### src/rtl/hash_flag_pkg.sv
// Shared types for the hash-table valid-flag slot allocator.
package hash_flag_pkg;

  typedef enum logic {
    OP_INSERT = 1'b0,
    OP_DELETE = 1'b1
  } op_e;

  typedef enum logic [1:0] {
    IDLE  = 2'd0,
    ISSUE = 2'd1,
    CHECK = 2'd2,
    RESP  = 2'd3
  } state_e;

  localparam logic [1:0] SEL_0 = 2'd0;
  localparam logic [1:0] SEL_1 = 2'd1;
  localparam logic [1:0] SEL_2 = 2'd2;

endpackage

### src/rtl/flag_slot_allocator_first_zero_finder.sv
// Finds the lowest-index zero bit of a bucket flag word.
module first_zero_finder #(
  parameter int unsigned BUCKET_SIZE = 1,
  localparam int unsigned SLOT_W = (BUCKET_SIZE > 1) ? $clog2(BUCKET_SIZE) : 1
) (
  input  logic [BUCKET_SIZE-1:0] word,
  output logic                   found_c,
  output logic [SLOT_W-1:0]      idx_c
);

  // Scan high to low so the lowest zero bit is the last one assigned.
  always_comb begin
    found_c = 1'b0;
    idx_c   = '0;
    for (int i = int'(BUCKET_SIZE) - 1; i >= 0; i--) begin
      if (!word[i]) begin
        found_c = 1'b1;
        idx_c   = SLOT_W'(i);
      end
    end
  end

endmodule

### src/rtl/flag_slot_allocator.sv
// Insert/delete controller sitting in front of the hash-table valid-flag register:
// reads three buckets, claims or clears one slot, writes the flag word back.
module flag_slot_allocator
  import hash_flag_pkg::*;
#(
  parameter int unsigned SIZE        = 10,
  parameter int unsigned BUCKET_SIZE = 1,
  localparam int unsigned SLOT_W = (BUCKET_SIZE > 1) ? $clog2(BUCKET_SIZE) : 1
) (
  input  logic                   clk,
  input  logic                   reset,
  input  logic                   req_valid,
  output logic                   req_ready,
  input  logic                   req_op,
  input  logic [SIZE-1:0]        req_adr_0,
  input  logic [SIZE-1:0]        req_adr_1,
  input  logic [SIZE-1:0]        req_adr_2,
  input  logic [SLOT_W-1:0]      req_slot,
  output logic [SIZE-1:0]        flag_read_adr_0,
  output logic [SIZE-1:0]        flag_read_adr_1,
  output logic [SIZE-1:0]        flag_read_adr_2,
  input  logic [BUCKET_SIZE-1:0] flag_in_0,
  input  logic [BUCKET_SIZE-1:0] flag_in_1,
  input  logic [BUCKET_SIZE-1:0] flag_in_2,
  output logic [SIZE-1:0]        flag_write_adr,
  output logic                   flag_write_en,
  output logic [BUCKET_SIZE-1:0] flag_write_is_valid,
  output logic                   rsp_valid,
  input  logic                   rsp_ready,
  output logic [1:0]             rsp_sel,
  output logic [SIZE-1:0]        rsp_adr,
  output logic [SLOT_W-1:0]      rsp_slot,
  output logic                   rsp_full,
  output logic                   rsp_was_set
);

  state_e             state_q, state_d;
  op_e                op_q, op_d;
  logic [SIZE-1:0]    adr0_q, adr0_d, adr1_q, adr1_d, adr2_q, adr2_d;
  logic [SLOT_W-1:0]  slot_q, slot_d;
  logic [1:0]         rsp_sel_q, rsp_sel_d;
  logic [SIZE-1:0]    rsp_adr_q, rsp_adr_d;
  logic [SLOT_W-1:0]  rsp_slot_q, rsp_slot_d;
  logic               rsp_full_q, rsp_full_d;
  logic               rsp_was_set_q, rsp_was_set_d;

  logic                   wr_en;
  logic [SIZE-1:0]        wr_adr;
  logic [BUCKET_SIZE-1:0] wr_word;
  logic [BUCKET_SIZE-1:0] del_shift;

  logic              found_0, found_1, found_2;
  logic [SLOT_W-1:0] idx_0, idx_1, idx_2;

  first_zero_finder #(.BUCKET_SIZE(BUCKET_SIZE)) u_fzf_0 (.word(flag_in_0), .found_c(found_0), .idx_c(idx_0));
  first_zero_finder #(.BUCKET_SIZE(BUCKET_SIZE)) u_fzf_1 (.word(flag_in_1), .found_c(found_1), .idx_c(idx_1));
  first_zero_finder #(.BUCKET_SIZE(BUCKET_SIZE)) u_fzf_2 (.word(flag_in_2), .found_c(found_2), .idx_c(idx_2));

  always_ff @(posedge clk) begin
    if (reset) begin
      state_q       <= IDLE;
      op_q          <= OP_INSERT;
      adr0_q        <= '0;
      adr1_q        <= '0;
      adr2_q        <= '0;
      slot_q        <= '0;
      rsp_sel_q     <= '0;
      rsp_adr_q     <= '0;
      rsp_slot_q    <= '0;
      rsp_full_q    <= 1'b0;
      rsp_was_set_q <= 1'b0;
    end else begin
      state_q       <= state_d;
      op_q          <= op_d;
      adr0_q        <= adr0_d;
      adr1_q        <= adr1_d;
      adr2_q        <= adr2_d;
      slot_q        <= slot_d;
      rsp_sel_q     <= rsp_sel_d;
      rsp_adr_q     <= rsp_adr_d;
      rsp_slot_q    <= rsp_slot_d;
      rsp_full_q    <= rsp_full_d;
      rsp_was_set_q <= rsp_was_set_d;
    end
  end

  always_comb begin
    state_d       = state_q;
    op_d          = op_q;
    adr0_d        = adr0_q;
    adr1_d        = adr1_q;
    adr2_d        = adr2_q;
    slot_d        = slot_q;
    rsp_sel_d     = rsp_sel_q;
    rsp_adr_d     = rsp_adr_q;
    rsp_slot_d    = rsp_slot_q;
    rsp_full_d    = rsp_full_q;
    rsp_was_set_d = rsp_was_set_q;
    wr_en         = 1'b0;
    wr_adr        = '0;
    wr_word       = '0;
    del_shift     = flag_in_0 >> slot_q;

    unique case (state_q)
      IDLE: begin
        if (req_valid) begin
          op_d   = op_e'(req_op);
          adr0_d = req_adr_0;
          // DELETE only touches adr_0, so all three read ports point there.
          adr1_d = req_op ? req_adr_0 : req_adr_1;
          adr2_d = req_op ? req_adr_0 : req_adr_2;
          slot_d = req_slot;
          state_d = ISSUE;
        end
      end
      ISSUE: state_d = CHECK;
      CHECK: begin
        rsp_sel_d     = SEL_0;
        rsp_adr_d     = '0;
        rsp_slot_d    = '0;
        rsp_full_d    = 1'b0;
        rsp_was_set_d = 1'b0;
        if (op_q == OP_INSERT) begin
          if (found_0) begin
            wr_en = 1'b1; wr_adr = adr0_q;
            wr_word = flag_in_0 | (BUCKET_SIZE'(1) << idx_0);
            rsp_sel_d = SEL_0; rsp_adr_d = adr0_q; rsp_slot_d = idx_0;
          end else if (found_1) begin
            wr_en = 1'b1; wr_adr = adr1_q;
            wr_word = flag_in_1 | (BUCKET_SIZE'(1) << idx_1);
            rsp_sel_d = SEL_1; rsp_adr_d = adr1_q; rsp_slot_d = idx_1;
          end else if (found_2) begin
            wr_en = 1'b1; wr_adr = adr2_q;
            wr_word = flag_in_2 | (BUCKET_SIZE'(1) << idx_2);
            rsp_sel_d = SEL_2; rsp_adr_d = adr2_q; rsp_slot_d = idx_2;
          end else begin
            rsp_full_d = 1'b1;
          end
        end else begin
          rsp_adr_d  = adr0_q;
          rsp_slot_d = slot_q;
          // An out-of-range slot has no flag bit, so nothing is written.
          if (32'(slot_q) < BUCKET_SIZE) begin
            wr_en = 1'b1; wr_adr = adr0_q;
            wr_word = flag_in_0 & ~(BUCKET_SIZE'(1) << slot_q);
            rsp_was_set_d = del_shift[0];
          end
        end
        state_d = RESP;
      end
      RESP: begin
        if (rsp_ready) state_d = IDLE;
      end
      default: state_d = IDLE;
    endcase
  end

  // Write port is combinational and must stay quiet while reset is high.
  assign flag_write_en       = wr_en & ~reset;
  assign flag_write_adr      = reset ? '0 : wr_adr;
  assign flag_write_is_valid = reset ? '0 : wr_word;

  assign req_ready       = (state_q == IDLE);
  assign rsp_valid       = (state_q == RESP);
  assign flag_read_adr_0 = adr0_q;
  assign flag_read_adr_1 = adr1_q;
  assign flag_read_adr_2 = adr2_q;
  assign rsp_sel         = rsp_sel_q;
  assign rsp_adr         = rsp_adr_q;
  assign rsp_slot        = rsp_slot_q;
  assign rsp_full        = rsp_full_q;
  assign rsp_was_set     = rsp_was_set_q;

endmodule

### config.mk
export PLATFORM = sky130hd
export DESIGN_NAME = flag_slot_allocator
export DESIGN_NICKNAME = d
export VERILOG_FILES = /design/src/rtl/hash_flag_pkg.sv /design/src/rtl/flag_slot_allocator_first_zero_finder.sv /design/src/rtl/flag_slot_allocator.sv
export SDC_FILE = /design/constraint.sdc
export NUM_CORES = 1
export LEC_CHECK = 0
export CAP_MARGIN = 10
export CORE_AREA = 5 5 61 104
export CTS_CLUSTER_DIAMETER = 200
export DETAILED_ROUTE_END_ITERATION = 6
export DIE_AREA = 0 0 66 109
export PLACE_DENSITY = 0.82
export SLEW_MARGIN = 25
export SYNTH_ARGS = -nofsm -noshare
export SYNTH_HDL_FRONTEND = slang
export SYNTH_SLANG_ARGS = --single-unit
### constraint.sdc
create_clock -name clk -period 2.45 [get_ports clk]
set_input_delay 0.735 -clock clk [delete_from_list [all_inputs] [get_ports clk]]
set_output_delay 0.735 -clock clk [all_outputs]
set_load 0.02 [all_outputs]
======== Yosys cells after proc, flatten, opt, wreduce, memory -nomap -nowiden ========
Cells that the tools add are included.
storage, ports and cells
  word-level logic and storage cells ...... 60
  bits in registers ....................... 49
cells by class
  order comparisons ....................... 1
  bitwise logic cells ..................... 4
  equality and inequality tests ........... 5
  reductions and logical operators ........ 3
  shifts and indexed selects .............. 2
  multiplexer cells ....................... 34
operators with widths
  operator             count
  $mux 10              10
  $mux 1               17
  $mux 2               6
  $pmux 2 s4           1
  $eq 2x2->1 const B   2
  $reduce_and 2->1     2
  $and 1x1->1          2
  $eq 2x1->1 const B   1
  $logic_not 2->1      1
  $ne 2x1->1 const B   1
  $ne 2x2->1 const B   1
  $not 1->1            2
  $lt 1x1->1 const B   1
  $shl 1x1->1 const A  1
  $shr 1x1->1          1

======== Depth between registers and ports, before layout ========
  depth in word-level cells ............... 7
  depth in mapped cells ................... 7
  gate-level depth less buffers ........... 5

======== Modules after synthesis ========
A second synthesis with hierarchy kept.
second synthesis, totals
  cells, all modules ...................... 326
  area total of the unflattened synthesis .. 2,526.2 um2
modules (own cells, without submodules)
  module               cells an instance  area an instance (um2)  times used  sequential area each (um2)
  flag_slot_allocator  317                2,481.1                 1           980.9
  first_zero_finder    3                  15.0                    3           0.0

======== Worst setup path after synthesis ========
No wires, ideal clock.
  path kind ............................... input to output
  start point ............................. in flag_in_0
  end point ............................... out flag_write_adr[0]
  slack ................................... 0.229 ns
  arrival ................................. 1.486 ns
  path buffers ............................ 1
  stages .................................. 4
  required time ........................... 1.715 ns
  path through ............................ and2b_2 nand2_2 buf_4 o2bb2ai_1
on the way
  cells in the longest elaborated chain, start to end .. 4
ends and longest elaborated chain
  element             RTL line                    RTL
  start: declaration  flag_slot_allocator.sv:22   input logic [BUCKET_SIZE-1:0] flag_in_0,
  $mux 10             flag_slot_allocator.sv:124  if (found_0) begin
  $mux 10             flag_slot_allocator.sv:123  if (op_q == OP_INSERT) begin
  $mux 10             flag_slot_allocator.sv:104  unique case (state_q)
  $mux 10             flag_slot_allocator.sv:160  assign flag_write_adr = reset ? '0 : wr_adr;
  end: declaration    flag_slot_allocator.sv:25   output logic [SIZE-1:0] flag_write_adr,
Every way passes these cells.

======== Worst setup path in the final report ========
  start point ............................. in flag_in_1
  end point ............................... out flag_write_adr[0]
on the way
  cells in the longest elaborated chain, start to end .. 5
ends and longest elaborated chain
  element             RTL line                    RTL
  start: declaration  flag_slot_allocator.sv:23   input logic [BUCKET_SIZE-1:0] flag_in_1,
  $mux 10             flag_slot_allocator.sv:128  end else if (found_1) begin
  $mux 10             flag_slot_allocator.sv:124
  $mux 10             flag_slot_allocator.sv:123
  $mux 10             flag_slot_allocator.sv:104
  $mux 10             flag_slot_allocator.sv:160
Every way passes these cells.

==> impl_results.md <==
- Die X: 66 um
- CTS max path bufs: 2
- Main synth FF type: dfxtp_1
- Reg2Reg Capture Point: flag_read_adr_1[9]
- Pre-CTS setup slack: -0.800 ns
- CTS Root Cell: clkbuf_8
- Drt wl/cell: 16.6 um
- Max-slew headroom: 0.604
- Worst VDD drop: 0.000507 V
- Setup TNS: 0 ns
- Hold_buf cts: 0
- Area share of the largest cell type after synthesis: 0.411
- Cell count after synthesis: 262
- Internal: 2010 uW
- Crit path DAT: 1.69 ns
- H-tree levels: 2
- Reg2reg start: state_q[1]
- Largest net degree at the start of global routing: 60
- Max_cap viols: 0
- CTS tree: yes
- Fmax achieved: 412 MHz
- Worst hold path type: flip-flop to flip-flop
- Gr usage total: 0.206
- Total grt overflow: 0
- LEAKAGE: 0.00143 uW
- Share of the yosys chip area belonging to registers: 0.411
- Skew final: 0.00338 ns
- Starting Density: 0.438
- Nets: 411
- Non-Filler Instances: 446
- Area of the multi-input gates: 1380 sq um
- Seq cells post-synth: 49
- Ys Warns: 0
- First-pass GRT wire length: 11,500 um
- Switch Pwr: 1240 uW
- Core footprint: 5450 sq um
- Worst-Margin Slew: 0.593 ns
- Clk Latency, worst-skew pair: 0.29 ns
- Worst Path Required: 1.71 ns
- Status: finished clean
- Critical path destination: flag_write_adr[0]
- Post-synth top cells: dfxtp_1, nand2_1, nor2_1
- Avg Vias per Cell: 5.49
- Synthesis-to-finish area growth: 60.3%
- PD cells: 849 nW/um^2
- Dpl hpwl: 5270 um
- DR iter-0 viols: 148
- Comb power frac: 0.463
- FILL cells: 418
- Crit Path Class: input port to primary output
- Initial DRT Pass Iterations: 5
- Synthesized Nets: 304
- RSZ-0062 raised after global routing: yes
- Top Family by Delay on Critical Path: buffers and inverters
- Worst Setup SP: flag_in_1
- DR vias: 2,448
- Count leader, synth: dfxtp_1
- Post-route DRC violation count: 0
- Register area: 982 sq um
- CP Max Fanout: 7
- Ratio of final minimum period to clock period: 0.991
- I/O Buffers: 97
- CTS sink cnt: 49
- Clk slew on worst S/H paths: 0.08 ns
- FP Rows: 36
- Vias in the first global route: 2,352
- Clk network pwr share: 0.182
- Cell taking the most area after synthesis: dfxtp_1
- EDFF count, synth: 0
- Synth area leaders: dfxtp_1, mux2i_1, a211oi_1
- Cells along the critical path: buf_2, nor2b_4, buf_12, buf_8, a22oi_2, o2bb2ai_2, buf_6
- Seq pwr share: 0.355
- Worst path max stage delay: 0.23 ns
- Die Y: 109 um
- Routability cong.: 0.894
- CP bufs+invs: 4
- R2R Setup Slk: 0.72 ns
- Layout cells sized above 1: 0.224
- Worst-case reg-to-reg path depth: 7
- Setup violators final: 0
- Fin. max-slew vios: 0
- N_diodes: 0
- Element type at the critical path end: primary output
- Synth cell types: 33
- Avg Inst Size Synth: 9.11 sq um
- Hold Violations, Final: 0
- ANT nets after route: 0
- Clock period minus worst slack: 2.43 ns
- Element type at the critical path start: input port
- CP max stage cell: a22oi_2
- Hold_sp: rsp_full
- WL final: 7400 um
- Final core occ: 0.702
- Setup ws final: 0.0224 ns
- Cts bufs inserted: 5
- DIE AREA: 7190 sq um
- Sw Ratio: 0.382
- Ports: 98
- CP Depth: 7
- Async set-reset flop share out of synthesis: 0
- Inst Count DP: 434
- Synthesized area: 2390 sq um
- Initial antenna violation count: 0
## power groups by stage
stage	sequential (uW)	combinational, uW	clock (uW)
2_1_floorplan	1290	644	0
3_3_place_gp	1140	1410	0
5_1_grt	1170	1620	633
3_5_place_dp	1140	1440	0
4_1_cts	1130	1470	597
6_report	1150	1500	591
## layer usage
layer | up-vias | track usage | wire length (um)
met2 | 89 | 0.368 | 4110
met3 | 15 | 0.0340 | 286
met1 | 1176 | 0.238 | 2840
met5 | - | 0 | 0
met4 | 0 | 0.0858 | 167
li1 | 1168 | - | -
## through the flow
step           total power (uW)  hold slack (ns)  cell area [sq um]
3_5_place_dp               2580            0.461               3520
2_1_floorplan              1930            0.458               2390
6_report                   3250            0.473               3820
3_3_place_gp               2550            0.457               3520
4_1_cts                    3200            0.474               3700
5_1_grt                    3430            0.498               3820
## how the worst min path moves through the flow
stage,end,slack (ns),depth (start not counted)
2_1_floorplan,slot_q,0.46,2
3_3_place_gp,rsp_full,0.46,2
3_5_place_dp,rsp_sel[1],0.46,2
4_1_cts,rsp_sel[1],0.47,2
5_1_grt,rsp_full,0.50,2
6_report,rsp_full,0.47,2
## cell usage in the layout, fill, tap and decap left out, types with 5 or more instances in the layout
| cell | netlist | routed |
|---|---|---|
| or3b_1 | 7 | 7 |
| o2bb2ai_2 | 0 | 8 |
| clkbuf_8 | 0 | 6 |
| buf_4 | 7 | 24 |
| mux2i_1 | 20 | 20 |
| nor2_1 | 22 | 22 |
| a21oi_1 | 18 | 18 |
| nand3_1 | 14 | 14 |
| a22oi_1 | 10 | 5 |
| o221ai_1 | 10 | 10 |
| a211oi_1 | 17 | 17 |
| nand2_1 | 27 | 27 |
| buf_6 | 3 | 9 |
| a22oi_2 | 0 | 5 |
| dfxtp_1 | 49 | 48 |
| nand2b_1 | 7 | 7 |
| clkdlybuf4s50_1 | 0 | 80 |
## tightest hold or removal path, cell delays in order (launching register included)
cell      delay (ns)
dfxtp_1         0.31
nand2b_1        0.06
a21oi_1         0.06
## cell families (layout without fill, tap and decap cells)
logic type | after synthesis | count (layout) | synth area share
AND/OR/NAND/NOR | 90 | 90 | 0.193
AO/OA/AOI/OAI | 72 | 72 | 0.225
adder cells (fa/ha/maj) | 3 | 3 | 0.0157
flip-flops | 49 | 49 | 0.411
multiplexers | 20 | 20 | 0.0839
buffers and inverters | 28 | 136 | 0.0708
## flip-flops by register name, summed over array words and instances (netlist names)
register	count
op_q	1
flag_read_adr_1	10
rsp_was_set	1
rsp_sel	2
flag_read_adr_0	10
rsp_full	1
slot_q	1
state_q	2
rsp_slot	1
flag_read_adr_2	10
rsp_adr	10
## repair_timing
action / CTS / global route
buffers inserted: 3 / 1
pin swaps: 3 / 2
setup endpoints to repair: 12 / 13
gates resized for setup: 83 / 26
## area by class of cell
type,instances,share of cell area
clock buffer,7,0.0226
clock inverter,1,0.00785
inverter,3,0.00360
multi-input combinational,185,0.362
sequential,49,0.257
tap,76,0.0249
timing repair buffer,125,0.323
No activity file was read; power rests on OpenSTA's default activity.
